--- config.mk ---
export PLATFORM = sky130hd
export DESIGN_NAME = tick_rate_ctrl
export DESIGN_NICKNAME = d
export VERILOG_FILES = /design/src/rtl/tick_rate_ctrl.sv
export SDC_FILE = /design/constraint.sdc
export NUM_CORES = 1
export LEC_CHECK = 0
export ABC_AREA = 1
export CAP_MARGIN = 20
export CORE_ASPECT_RATIO = 2
export CORE_MARGIN = 5
export CORE_UTILIZATION = 54
export DETAILED_ROUTE_END_ITERATION = 16
export HOLD_SLACK_MARGIN = 0.1
export PLACE_DENSITY = 0.75
export SYNTH_ARGS = -nofsm -noshare
export SYNTH_HDL_FRONTEND = slang
export SYNTH_SLANG_ARGS = --single-unit
--- constraint.sdc ---
create_clock -name clk -period 1.96 [get_ports clk]
set_clock_uncertainty 0.2 [all_clocks]
set_input_delay 0.294 -clock clk [delete_from_list [all_inputs] [get_ports clk]]
set_output_delay 0.294 -clock clk [all_outputs]
set_load 0.005 [all_outputs]
--- src/rtl/tick_rate_ctrl.sv ---
// tick_rate_ctrl: four-rate timebase scheduler producing a 50% out_clk and a one-cycle tick.
// Define TICK_CNT_EN to add the 16-bit tick_count output.
`timescale 1ns/1ps
module tick_rate_ctrl #(
  parameter int unsigned CNT_W = 31,
  parameter int unsigned HALF0 = 25000000,
  parameter int unsigned HALF1 = 250000,
  parameter int unsigned HALF2 = 2500000,
  parameter int unsigned HALF3 = 25000
) (
  input  logic       clk,
  input  logic       rst,
  input  logic       run_en,
  input  logic [1:0] sel_in,
  input  logic       sel_valid,
  output logic       sel_ready,
  output logic [1:0] cur_sel,
  output logic       out_clk,
  output logic       tick,
  output logic       running
`ifdef TICK_CNT_EN
  ,
  output logic [15:0] tick_count
`endif
);

  localparam logic [1:0] ST_STOP   = 2'd0;
  localparam logic [1:0] ST_RUN    = 2'd1;
  localparam logic [1:0] ST_SWITCH = 2'd2;

  logic [1:0]       state;
  logic [1:0]       next_state;
  logic [1:0]       pend_sel;
  logic [CNT_W-1:0] cnt;
  logic [CNT_W-1:0] half_m1;
  logic             accept;
  logic             at_end;
  logic             boundary;
  logic             apply_sel;
  logic             release_same;

  // Terminal count of the currently applied rate
  always_comb begin
    half_m1 = CNT_W'(HALF0 - 1);
    case (cur_sel)
      2'd1:    half_m1 = CNT_W'(HALF1 - 1);
      2'd2:    half_m1 = CNT_W'(HALF2 - 1);
      2'd3:    half_m1 = CNT_W'(HALF3 - 1);
      default: half_m1 = CNT_W'(HALF0 - 1);
    endcase
  end

  always_ff @(posedge clk) begin
    if (rst) state <= ST_STOP;
    else     state <= next_state;
  end

  // Next state plus the handshake/boundary strobes shared by the datapath
  always_comb begin
    next_state   = state;
    accept       = sel_valid && sel_ready;
    at_end       = (cnt == half_m1);
    boundary     = (state != ST_STOP) && at_end && out_clk;
    apply_sel    = 1'b0;
    release_same = 1'b0;
    case (state)
      ST_STOP: begin
        // An outstanding request is applied before the timebase may start
        apply_sel = !sel_ready;
        if (sel_ready && !accept && run_en) next_state = ST_RUN;
      end
      ST_RUN: begin
        // Only a same-rate request can still be outstanding here
        release_same = !sel_ready;
        if (boundary && !run_en)                 next_state = ST_STOP;
        else if (accept && (sel_in != cur_sel))  next_state = ST_SWITCH;
      end
      ST_SWITCH: begin
        if (boundary) begin
          apply_sel  = 1'b1;
          next_state = run_en ? ST_RUN : ST_STOP;
        end
      end
      default: next_state = ST_STOP;
    endcase
  end

  always_ff @(posedge clk) begin
    if (rst) begin
      pend_sel  <= 2'd0;
      cur_sel   <= 2'd0;
      sel_ready <= 1'b1;
    end else begin
      if (accept) begin
        pend_sel  <= sel_in;
        sel_ready <= 1'b0;
      end else if (apply_sel || release_same) begin
        sel_ready <= 1'b1;
      end
      if (apply_sel) cur_sel <= pend_sel;
    end
  end

  // Divider: the toggle at a boundary always lands out_clk at 0 with cnt cleared
  always_ff @(posedge clk) begin
    if (rst || (state == ST_STOP)) begin
      cnt     <= '0;
      out_clk <= 1'b0;
      tick    <= 1'b0;
    end else if (at_end) begin
      cnt     <= '0;
      out_clk <= ~out_clk;
      tick    <= ~out_clk;
    end else begin
      cnt     <= cnt + CNT_W'(1);
      tick    <= 1'b0;
    end
  end

  always_ff @(posedge clk) begin
    if (rst) running <= 1'b0;
    else     running <= (next_state != ST_STOP);
  end

`ifdef TICK_CNT_EN
  always_ff @(posedge clk) begin
    if (rst || (apply_sel && (pend_sel != cur_sel))) tick_count <= 16'd0;
    else if (tick)                                   tick_count <= tick_count + 16'd1;
  end
`endif

endmodule
==> implementation parameters <==
Parameter                              Value

Setup path
  Terminus of the critical flop-to-flop path ... running$_SDFF_PP0_
  Cell count of the worst reg-to-reg path ... 14
  Startpoint class of the critical path ... flip-flop
  Critical Path AT ... between 2 and 2.5 ns
  R2R Setup Slk ... -0.16 ns
  Worst-path fanout max ... 4
  Category of the most critical setup path ... flip-flop to flip-flop
  Crit path required time ... between 1.5 and 2 ns
  RR Startpoint ... cur_sel[0]$_SDFFE_PP0P_
  Critical path endpoint category ... flip-flop

Floorplanning
  Die Outline Area ... approximately 6000 µm²
  Standard-cell rows ... 34
  Placeable Area ... roughly 4300 µm²
  Die Width ... around 57 µm
  Starting Density ... 0.553
  Die Ht ... about 100 µm
  Number of primary I/O pins ... 12

Route
  Post-route ant nets ... 0
  Wire length per cell after detailed routing ... about 15 µm
  Sum of routed wire length over all layers ... ~6600 µm
  DR DRC count ... 0
  Total via count after detailed routing ... about 2400
  Iteration-0 DRC Markers ... 59
  Number of search-and-repair iterations in the first detailed-routing pass ... 4
  Detailed-route vias per instance ... approximately 5.4

Clocking
  Number of H-tree branching levels ... 2
  CTS Buffer Depth ... 2
  Clock sink count ... 41
  CTS tree ... built
  Latest clock arrival within the worst-skew pair ... ~0.30 ns
  Clk Tree Root Cell ... clkbuf_8
  Clock transition at path regs ... approximately 0.08 ns
  Number of buffers inserted for hold repair after clock tree synthesis ... 0
  TritonCTS Buffers ... 5

Place
  Place WS ... -0.0828 ns
  Half-perimeter wire length after placement ... approximately 5000 µm
  Final GP Congestion ... 0.908
  Port Buffers ... 11

Final layout
  Signed area change from the synthesized netlist to the final layout ... 29.0%
  Share of the core filled with cells in the final layout ... 0.713
  Share of final-layout standard cells stronger than drive strength 1 ... 0.260
  Net count, final ... 400
  Antenna diode count ... 0

STA
  Max Freq ... between 0.4 and 0.5 GHz
  Tightest Pin Transition ... between 0.6 and 0.7 ns
  Setup repair after global routing missed its margin ... yes
  Final hold violations ... 0
  Setup WS post-layout ... -0.161 ns
  Final Critical Period ... around 2.1 ns
  Fin crit share ... 1.08
  Max-slew headroom at the worst pin ... 0.559
  Number of max-slew violations in the final report ... 0
  Number of setup violations in the final report ... 38
  Setup total negative slack ... -4.28 ns

Power and ir drop
  Maximum resistive drop on vdd ... 649 µV
  Internal power contribution ... 0.00134 W
  Fraction of power consumed by the clock network ... 0.382
  LEAKAGE ... approximately 1.3 nW
  Power share of the sequential group ... 0.483
  Comb pwr share ... 0.136
  Switching power share of the total ... 0.249
  Total net switching power ... 0.000443 W
  Cell area power density ... 574 nW/µm²

Hold path
  Worst hold endpoint ... cnt[17]$_SDFF_PP0_
  Hold Crit Start ... cnt[17]$_SDFF_PP0_
  Min-delay worst type ... flip-flop to flip-flop
  Hold Path Stages ... 2

Status
  Status ... finished with violations
  Violations in the final reports ... negative setup slack

GRT
  Via count of the first global-routing pass ... about 2400
  Remaining global-route overflow ... 0
  Maximum number of pins on one net before global-route repair ... 14
  Initial antenna violation count ... 0
  Total routing usage reported by global routing ... 0.224
  Global-route wire length before repair ... 10300 µm

Logic synthesis
  Register area share after synthesis ... 0.342
  Mapped Nets ... roughly 360
  Synthesis-stage register bit count ... 41
  Cell area after synthesis ... between 2000 and 2500 µm²
  Async set-reset flop share out of synthesis ... 0
  Syn. warnings ... 0
  Ys flop type ... dfxtp_1
  Number of standard cells after synthesis ... 343
  Synthesized area divided by synthesized cell count ... 7.00 µm²
  Number of distinct standard cells referenced by the synthesized netlist ... 36
  Number of flops mapped to enable cells by yosys ... 0

Flow run
  Maximum capacitance violations ... 0
[flip-flops by register name, summed over array words and instances, names as in the netlist]
| name | count |
|---|---|
| out_clk | 1 |
| tick | 1 |
| cnt | 31 |
| sel_ready | 1 |
| pend_sel | 2 |
| running | 1 |
| state | 2 |
| cur_sel | 2 |
[metal layers]
metal,global-route usage,vias to the layer above,share of wire
li1,-,1181,-
met1,0.193,1084,0.31
met2,0.412,87,0.56
met3,0.0398,41,0.042
met4,0.197,0,0.094
met5,0,-,0
[worst max path at each step]
stage	slack, ns	startpoint	end
after floorplan	0.04	cur_sel[1]$_SDFFE_PP0P_	out_clk$_SDFFE_PP0N_
after detailed placement	-0.08	cur_sel[0]$_SDFFE_PP0P_	cur_sel[1]$_SDFFE_PP0P_
final	-0.16	cur_sel[0]$_SDFFE_PP0P_	running$_SDFF_PP0_
after global routing	-0.31	cur_sel[1]$_SDFFE_PP0P_	running$_SDFF_PP0_
after CTS	-0.1	cur_sel[0]$_SDFFE_PP0P_	cur_sel[1]$_SDFFE_PP0P_
after global placement	-0.04	cur_sel[0]$_SDFFE_PP0P_	cur_sel[0]$_SDFFE_PP0P_
[cell usage in the layout, fill, tap and decap left out, drive strengths merged, types with 10 or more instances in the layout]
master,n
a21oi,18
dfxtp,41
o21ai,10
nand2,91
buf,27
clkdlybuf4s50,11
inv,50
nor2,53
nor3,20
nand3,18
[through the flow]
step | hold WS, ns | area [µm²] | instances | total power, W
after floorplan | 0.227 | 2430 | 343 | 0.000997
after CTS | 0.301 | 2930 | 441 | 0.00176
after global routing | 0.326 | 3100 | 442 | 0.00185
final | 0.294 | 3100 | 442 | 0.00178
after global placement | 0.279 | 2760 | 430 | 0.00107
after detailed placement | 0.289 | 2760 | 430 | 0.00107
[power by group through the flow]
stage | clock network, W | logic [W] | registers [W]
floorplan | 0 | 0.000118 | 0.000879
global placement | 0 | 0.000190 | 0.000876
detailed placement | 0 | 0.000193 | 0.000877
CTS | 0.000690 | 0.000213 | 0.000857
global route | 0.000725 | 0.000263 | 0.000860
finish | 0.000679 | 0.000241 | 0.000858
[final cells by class]
type,instances,area (µm²)
Fill cell,353,1240
Sequential cell,41,831
Clock buffer,6,72.6
Tap cell,54,67.6
Inverter,50,203
Multi-Input combinational cell,251,1540
Clock inverter,2,35.0
Timing Repair Buffer,38,347
[Yosys cell counts (2+ instances only)]
cell     count  area share
nor4_1       2      0.0052
nor3_2       3       0.013
a21oi_1     18       0.038
nor3_4       2       0.014
o21a_1       3      0.0094
nor3_1      15       0.031
xor2_1       5       0.018
dfxtp_1     41        0.34
nand3_2      3       0.013
nand3_1     14       0.029
nor3b_1      3      0.0094
nor2_1      46       0.072
inv_1       46       0.072
inv_2        4      0.0063
nor2_2       2      0.0052
o21ai_0      7       0.015
ha_1         7       0.036
nand2_1     84        0.13
o21ai_2      2      0.0073
xnor2_1      6       0.022
nor2_4       4       0.019
a31oi_1      2      0.0052
nand2_4      3       0.014
nand4_1      7       0.018
nand2_2      3      0.0078
[cell families after synthesis]
logic type,share of synthesized area
AOI/OAI and AO/OA,0.0850
xor gates and xnor gates,0.0401
adders and majority gates,0.0365
buffers and inverters,0.0834
DFF,0.342
and+or+nand+nor,0.413
[timing repair]
item                       CTS  global route
cloned                       1             0
pin swaps                    8            14
buffers inserted             2             1
setup endpoints to repair   35            39
resized for setup           14            43
[worst max-delay path, stage by stage (launching register included)]
cell	delay (ns)
dfxtp_4	0.38
inv_4	0.05
ha_4	0.29
nor2_4	0.04
nor2_2	0.11
nand2_1	0.06
nor2_1	0.13
nand2_1	0.12
nor2_4	0.18
buf_6	0.12
nand4_1	0.09
nand2_1	0.09
inv_2	0.05
nand2_2	0.06
nand3_2	0.06
Power figures use the tool's default switching activity.
